**config.mk**
```make
export PLATFORM = sky130hd
export DESIGN_NAME = fp_mul_pipe
export DESIGN_NICKNAME = d
export VERILOG_FILES = /design/src/rtl/fp_pkg.sv /design/src/rtl/fp_unpack.sv /design/src/rtl/fp_mul_pipe.sv
export SDC_FILE = /design/constraint.sdc
export NUM_CORES = 2
export LEC_CHECK = 0
export ABC_CLOCK_PERIOD_IN_PS = 4300
export CAP_MARGIN = 20
export CORE_MARGIN = 2
export CORE_UTILIZATION = 55
export CTS_BUF_LIST = sky130_fd_sc_hd__clkbuf_8
export CTS_CLUSTER_SIZE = 40
export DETAILED_ROUTE_END_ITERATION = 7
export PLACE_DENSITY_LB_ADDON = 0.05
export SYNTH_ARGS = -nofsm -noshare
export SYNTH_HDL_FRONTEND = slang
export SYNTH_SLANG_ARGS = --single-unit
```
**constraint.sdc**
```tcl
create_clock -name clk -period 4.3 [get_ports clk]
set_clock_uncertainty 0.1 [all_clocks]
set_input_delay 0.86 -clock clk [delete_from_list [all_inputs] [get_ports clk]]
set_output_delay 0.86 -clock clk [all_outputs]
set_load 0.005 [all_outputs]
```
**src/rtl/fp_pkg.sv**
```systemverilog
// Shared floating-point definitions: operand classes, rounding modes and
// special-value bit patterns for arbitrary exponent/mantissa widths.
package fp_pkg;

  typedef enum logic [1:0] {
    ZERO = 2'd0,
    NORM = 2'd1,
    INF  = 2'd2,
    NAN  = 2'd3
  } fp_class_e;

  localparam logic RND_RNE = 1'b0;
  localparam logic RND_RTZ = 1'b1;

  function automatic int fp_bias(input int exp_w);
    return (1 << (exp_w - 1)) - 1;
  endfunction

  // Patterns are built in 64 bits with the sign bit clear; callers truncate.
  function automatic logic [63:0] fp_inf(input int exp_w, input int man_w);
    return ((64'd1 << exp_w) - 64'd1) << man_w;
  endfunction

  function automatic logic [63:0] fp_qnan(input int exp_w, input int man_w);
    return fp_inf(exp_w, man_w) | (64'd1 << (man_w - 1));
  endfunction

  function automatic logic [63:0] fp_max_finite(input int exp_w, input int man_w);
    return fp_inf(exp_w, man_w) - 64'd1;
  endfunction

endpackage

```
**src/rtl/fp_unpack.sv**
```systemverilog
// Splits a packed float into sign, exponent and significand (hidden bit
// included) and classifies it; subnormals are reported as zero.
module fp_unpack
  import fp_pkg::*;
#(
  parameter int EXP_W = 8,
  parameter int MAN_W = 23
) (
  input  logic [EXP_W+MAN_W:0] op,
  output logic                 sign,
  output logic [EXP_W-1:0]     expo,
  output logic [MAN_W:0]       sig,
  output fp_class_e            cls
);

  logic [MAN_W-1:0] frac;

  always_comb begin
    sign = op[EXP_W+MAN_W];
    expo = op[MAN_W +: EXP_W];
    frac = op[MAN_W-1:0];
    sig  = {1'b1, frac};
    cls  = NORM;
    if (&expo) begin
      cls = (frac == '0) ? INF : NAN;
    end else if (expo == '0) begin
      cls = ZERO;
      sig = '0;
    end
  end

endmodule

```
**src/rtl/fp_mul_pipe.sv**
```systemverilog
// Three-stage pipelined floating-point multiplier (multiply, normalise,
// round/pack) with per-operation rounding mode and tag passthrough.
module fp_mul_pipe
  import fp_pkg::*;
#(
  parameter int EXP_W = 8,
  parameter int MAN_W = 23,
  parameter int TAG_W = 4
) (
  input  logic                       clk,
  input  logic                       rst_n,
  input  logic                       in_valid,
  output logic                       in_ready,
  input  logic [EXP_W+MAN_W:0]       in_a,
  input  logic [EXP_W+MAN_W:0]       in_b,
  input  logic                       in_rnd,
  input  logic [TAG_W-1:0]           in_tag,
  output logic                       out_valid,
  input  logic                       out_ready,
  output logic [EXP_W+MAN_W:0]       out_result,
  output logic [TAG_W-1:0]           out_tag,
  output logic                       out_exception,
  output logic                       out_overflow,
  output logic                       out_underflow
);

  localparam int W  = 1 + EXP_W + MAN_W;
  localparam int PW = 2 * MAN_W + 2;
  localparam int XW = EXP_W + 2;
  localparam int MW = MAN_W + 2;

  localparam logic [W-1:0]          QNAN    = W'(fp_qnan(EXP_W, MAN_W));
  localparam logic [W-2:0]          INF_MAG = (W-1)'(fp_inf(EXP_W, MAN_W));
  localparam logic [W-2:0]          MAX_MAG = (W-1)'(fp_max_finite(EXP_W, MAN_W));
  localparam logic [XW-1:0]         BIAS_X  = XW'(fp_bias(EXP_W));
  localparam logic signed [XW-1:0]  EXP_MAX = XW'((1 << EXP_W) - 1);

  // Handshake: a pair transfers on in_valid && in_ready, a result on
  // out_valid && out_ready. The whole pipe advances in lockstep whenever the
  // output register is empty or being drained; otherwise every stage holds.
  logic en;
  assign en       = !out_valid || out_ready;
  assign in_ready = en;

  // Stage 1: classify, sign, exponent sum and significand product
  logic             sign_a, sign_b;
  logic [EXP_W-1:0] exp_a, exp_b;
  logic [MAN_W:0]   sig_a, sig_b;
  fp_class_e        cls_a, cls_b;

  fp_unpack #(.EXP_W(EXP_W), .MAN_W(MAN_W)) u_unpack_a (
    .op(in_a), .sign(sign_a), .expo(exp_a), .sig(sig_a), .cls(cls_a)
  );
  fp_unpack #(.EXP_W(EXP_W), .MAN_W(MAN_W)) u_unpack_b (
    .op(in_b), .sign(sign_b), .expo(exp_b), .sig(sig_b), .cls(cls_b)
  );

  logic                 nan_d, inf_d, zero_d;
  logic signed [XW-1:0] exp_sum_d;
  logic [PW-1:0]        prod_d;

  always_comb begin
    nan_d  = (cls_a == NAN) || (cls_b == NAN) ||
             (cls_a == ZERO && cls_b == INF) || (cls_a == INF && cls_b == ZERO);
    inf_d  = !nan_d && (cls_a == INF || cls_b == INF);
    zero_d = !nan_d && !inf_d && (cls_a == ZERO || cls_b == ZERO);
    exp_sum_d = {2'b00, exp_a} + {2'b00, exp_b} - BIAS_X;
    prod_d    = PW'(sig_a) * PW'(sig_b);
  end

  logic                 s1_valid, s1_rnd, s1_sign, s1_nan, s1_inf, s1_zero;
  logic [TAG_W-1:0]     s1_tag;
  logic signed [XW-1:0] s1_exp;
  logic [PW-1:0]        s1_prod;

  // Stage 2: normalise so the hidden bit sits at the top of the product
  logic [PW-1:0]        norm;
  logic signed [XW-1:0] exp_n_d;

  always_comb begin
    norm    = s1_prod[PW-1] ? s1_prod : (s1_prod << 1);
    exp_n_d = s1_exp + XW'(s1_prod[PW-1]);
  end

  logic                 s2_valid, s2_rnd, s2_sign, s2_nan, s2_inf, s2_zero;
  logic [TAG_W-1:0]     s2_tag;
  logic signed [XW-1:0] s2_exp;
  logic [MAN_W:0]       s2_mant;
  logic                 s2_guard, s2_round, s2_sticky;

  // Stage 3: round, renormalise on carry-out, resolve special cases, pack
  logic                 inc, carry;
  logic [MW-1:0]        mant_r;
  logic [MAN_W-1:0]     frac_r;
  logic signed [XW-1:0] exp_r;
  logic [W-1:0]         res_d;
  logic                 exc_d, ovf_d, unf_d;

  always_comb begin
    inc    = (s2_rnd == RND_RNE) && s2_guard && (s2_round || s2_sticky || s2_mant[0]);
    mant_r = {1'b0, s2_mant} + MW'(inc);
    carry  = mant_r[MW-1];
    frac_r = carry ? mant_r[MAN_W:1] : mant_r[MAN_W-1:0];
    exp_r  = s2_exp + XW'(carry);
    res_d  = {s2_sign, exp_r[EXP_W-1:0], frac_r};
    exc_d  = 1'b0;
    ovf_d  = 1'b0;
    unf_d  = 1'b0;
    if (s2_nan) begin
      res_d = QNAN;
      exc_d = 1'b1;
    end else if (s2_inf) begin
      res_d = {s2_sign, INF_MAG};
    end else if (s2_zero) begin
      res_d = {s2_sign, {(W-1){1'b0}}};
    end else if (exp_r >= EXP_MAX) begin
      res_d = (s2_rnd == RND_RTZ) ? {s2_sign, MAX_MAG} : {s2_sign, INF_MAG};
      ovf_d = 1'b1;
    end else if (exp_r[XW-1] || exp_r == '0) begin
      res_d = {s2_sign, {(W-1){1'b0}}};
      unf_d = 1'b1;
    end
  end

  always_ff @(posedge clk or negedge rst_n) begin
    if (!rst_n) begin
      s1_valid <= 1'b0; s1_rnd <= 1'b0; s1_sign <= 1'b0; s1_tag <= '0;
      s1_nan <= 1'b0; s1_inf <= 1'b0; s1_zero <= 1'b0;
      s1_exp <= '0; s1_prod <= '0;
      s2_valid <= 1'b0; s2_rnd <= 1'b0; s2_sign <= 1'b0; s2_tag <= '0;
      s2_nan <= 1'b0; s2_inf <= 1'b0; s2_zero <= 1'b0;
      s2_exp <= '0; s2_mant <= '0;
      s2_guard <= 1'b0; s2_round <= 1'b0; s2_sticky <= 1'b0;
      out_valid <= 1'b0; out_result <= '0; out_tag <= '0;
      out_exception <= 1'b0; out_overflow <= 1'b0; out_underflow <= 1'b0;
    end else if (en) begin
      s1_valid <= in_valid;
      s1_rnd   <= in_rnd;
      s1_sign  <= sign_a ^ sign_b;
      s1_tag   <= in_tag;
      s1_nan   <= nan_d;
      s1_inf   <= inf_d;
      s1_zero  <= zero_d;
      s1_exp   <= exp_sum_d;
      s1_prod  <= prod_d;

      s2_valid  <= s1_valid;
      s2_rnd    <= s1_rnd;
      s2_sign   <= s1_sign;
      s2_tag    <= s1_tag;
      s2_nan    <= s1_nan;
      s2_inf    <= s1_inf;
      s2_zero   <= s1_zero;
      s2_exp    <= exp_n_d;
      s2_mant   <= norm[PW-1 -: MAN_W+1];
      s2_guard  <= norm[MAN_W];
      s2_round  <= norm[MAN_W-1];
      s2_sticky <= |norm[MAN_W-2:0];

      out_valid     <= s2_valid;
      out_result    <= res_d;
      out_tag       <= s2_tag;
      out_exception <= exc_d;
      out_overflow  <= ovf_d;
      out_underflow <= unf_d;
    end
  end

endmodule

```
==> flow_metrics.env <==
export IMPL_numCtsBuffers=17
export IMPL_cts_root_buf="clkbuf_8"
export IMPL_worstSetupPathType="in -> reg"
export IMPL_yosysUniqueCellTypes=76
export IMPL_maxCapViolCount=0
export IMPL_die_y_um=226
export IMPL_final_cells=4105
export IMPL_place_ws_ps=-4470
export IMPL_die_w_um=226
export IMPL_max_freq_ghz=0.128
export IMPL_wl_um=89400
export IMPL_syn_area_per_cell_um2=8.82
export IMPL_setup_viol=43
export IMPL_wl_per_cell_um=21.8
export IMPL_first_iter_violations=1900
export IMPL_num_vias=23500
export IMPL_synth_async_sr_flop_share_pct=100
export IMPL_yosys_area_top_type="fa_1"
export IMPL_cts_num_sinks=155
export IMPL_synth_enable_flop_cells=0
export IMPL_drtPass1Iterations=5
export IMPL_violations="negative setup slack"
export IMPL_maxSlewViolCount=0
export IMPL_yosysWarningCount=0
export IMPL_status="complete, but fails checks"
export IMPL_coreArea_um2=48700
export IMPL_grt_busiest_layer="met2"
export IMPL_worstMarginPinSlew_ps=1100
export IMPL_required_ps=4560
export IMPL_grt_max_degree=121
export IMPL_synth_area_um2=27100
export IMPL_startpoint_type="input pin"
export IMPL_syn_nets=3819
export IMPL_h_tree_depth=4
export IMPL_synth_area_top_cells="fa_1, dfrtp_1, ha_1"
export IMPL_syn2layout_area_growth_pct=28.0
export IMPL_hold_buffers=0
export IMPL_dp_cells=3994
export IMPL_grt_pass1_wl_um=135000
export IMPL_grt_use_met1_pct=46.2
export IMPL_grt_use_total_pct=34.7
export IMPL_grtUsageMet3_pct=5.65
export IMPL_grt_met2_usage_pct=57.0
export IMPL_slew_headroom_pct=26.7
export IMPL_vias_per_cell=5.71
export IMPL_io_pin_count=114
export IMPL_io_buffers=113
export IMPL_min_path_type="reg -> reg"
export IMPL_reg2regPathDepth=18
export IMPL_drc=0
export IMPL_layout_nets=4177
export IMPL_hold_violations=0
export IMPL_dp_hpwl_um=67900
export IMPL_insertion_delay_ps=470
export IMPL_drive_above_1_share_pct=24.9
export IMPL_start_util_pct=55.6
export IMPL_ys_seq_area_share_pct=14.3
export IMPL_cts_tree="yes"
export IMPL_finalWeightedCongestion=0.973
export IMPL_holdPathStages=1
export IMPL_grt_setup_unrepaired="yes"
export IMPL_synth_top_flop_cell="dfrtp_1"
export IMPL_finalSetupTns_ps=-126520
export IMPL_setup_slack_ps=-3520
export IMPL_clk_pin_slew_ps=90
export IMPL_ant_nets=0
export IMPL_final_core_util_pct=71.1
export IMPL_overflow=0
export IMPL_clockBufferDepth=2
export IMPL_path_max_fanout=8
export IMPL_antenna_found_initial=4
export IMPL_grt_pass1_vias=24100
export IMPL_rows=81
export IMPL_cp_data_arrival_time_ps=8080
export IMPL_cp_end_kind="flop"
export IMPL_finalCriticalPeriod_ps=7820
export IMPL_synth_cells=3069
export IMPL_fp_dieArea_um2=51000
export IMPL_synth_top_cell_area_share_pct=35.7
export IMPL_ys_ff_latch=155
export IMPL_period_share_pct=182
critical path: stages:
cell and delay, ps:
buf_6 100, or4_4 550, buf_12 160, o21a_4 290, buf_12 160, buf_16 140
buf_12 120, and3_1 190, fa_1 480, fa_1 560, inv_1 50, fa_1 470
fa_1 530, inv_2 50, fa_2 550, fa_2 470, fa_1 530, ha_4 310
buf_6 110, nand2_1 90, buf_4 180, o41ai_4 400, buf_4 210, buf_4 110
o2111ai_2 160, a21oi_2 180, nor3b_2 50
through the flow:
stage / hold WS (ps) / area, µm²
finish: 367 / 34700
global placement: 345 / 31500
CTS: 372 / 33400
floorplan: 330 / 27600
global route: 400 / 34700
detailed placement: 354 / 31500
cell usage after synthesis (11+ instances only):
| cell | instances |
|---|---|
| nor3_1 | 21 |
| fa_1 | 483 |
| o21ai_0 | 85 |
| nand3_1 | 41 |
| inv_1 | 573 |
| nand2_1 | 466 |
| mux2i_1 | 28 |
| a21o_1 | 23 |
| nor4_1 | 19 |
| ha_1 | 194 |
| a211oi_1 | 11 |
| nand4_1 | 24 |
| xor2_1 | 35 |
| and2_1 | 46 |
| xnor2_1 | 38 |
| and3_1 | 284 |
| clkbuf_1 | 181 |
| a21oi_1 | 96 |
| dfrtp_1 | 155 |
| nor2_1 | 96 |
placed cells by master, fill, tap and decap left out, types with 28 or more instances in the layout:
cell / Yosys / final
and3_1: 284 / 243
and3_4: 0 / 41
nand3_1: 41 / 37
inv_1: 573 / 522
ha_1: 194 / 152
fa_1: 483 / 443
a21oi_1: 96 / 60
clkdlybuf4s50_1: 0 / 96
nor2_1: 96 / 82
o21ai_0: 85 / 62
buf_6: 3 / 49
nand2_1: 466 / 442
xor2_1: 35 / 28
mux2i_1: 28 / 28
inv_2: 0 / 52
dfrtp_1: 155 / 155
ha_4: 0 / 36
buf_4: 1 / 321
xnor2_1: 38 / 34
fa_2: 0 / 40
buf_12: 0 / 42
worst paths after layout:
kind	from	end	slack [ps]
worst max register to register	s2_rnd	out_result[20]	340
worst min-delay path	s2_valid	out_valid	370
worst min register to register	s2_valid	out_valid	370
min in group asynchronous	rst_n	s2_valid	380
worst max-delay path	in_b[26]	s1_prod[33]	-3520
max in group asynchronous	rst_n	s1_prod[45]	2850
registers in the layout (all words and copies together) (netlist names), 4 cells and up:
name / cells
s1_prod: 48
out_result: 32
s2_mant: 24
s1_exp: 10
s2_exp: 10
out_tag: 4
s1_tag: 4
s2_tag: 4
what timing repair did:
action	CTS	global route
gates resized for setup	303	239
pin swaps	162	151
buffers inserted	32	34
setup endpoints to repair	45	63
gates cloned	10	10
kinds of logic (layout without fill, tap and decap cells):
logic type,count (synthesis),after routing,synth area share [%]
AND/OR/NAND/NOR,1041,1041,18.9
buffers and inverters,777,1147,11.1
adder cells (fa/ha/maj),677,677,44.7
AO/OA/AOI/OAI,316,317,7.50
flip-flops,155,155,14.3
XOR/XNOR,74,74,2.42
multiplexers,29,29,1.08
other,0,1,0
area by class of cell:
| type | instances | area [µm²] |
|---|---|---|
| inverters | 574 | 2160 |
| repair buffers | 541 | 5350 |
| well taps | 664 | 831 |
| fillers | 3750 | 14100 |
| flip-flops and latches | 155 | 3880 |
| clock inverters | 15 | 164 |
| multi-input cells | 2138 | 22000 |
| diodes | 1 | 2.50 |
| clock buffers | 17 | 234 |
per-layer routing:
layer	wire length (µm)	vias up	share of wire, %
met2	42100	1066	47
met5	15	-	0.017
met4	4270	2	4.8
met3	7480	270	8.4
met1	35600	11800	40
li1	-	10400	-
Power is not shown: default switching activity piles up to over one toggle a cycle in this logic, so the estimate is an artifact.
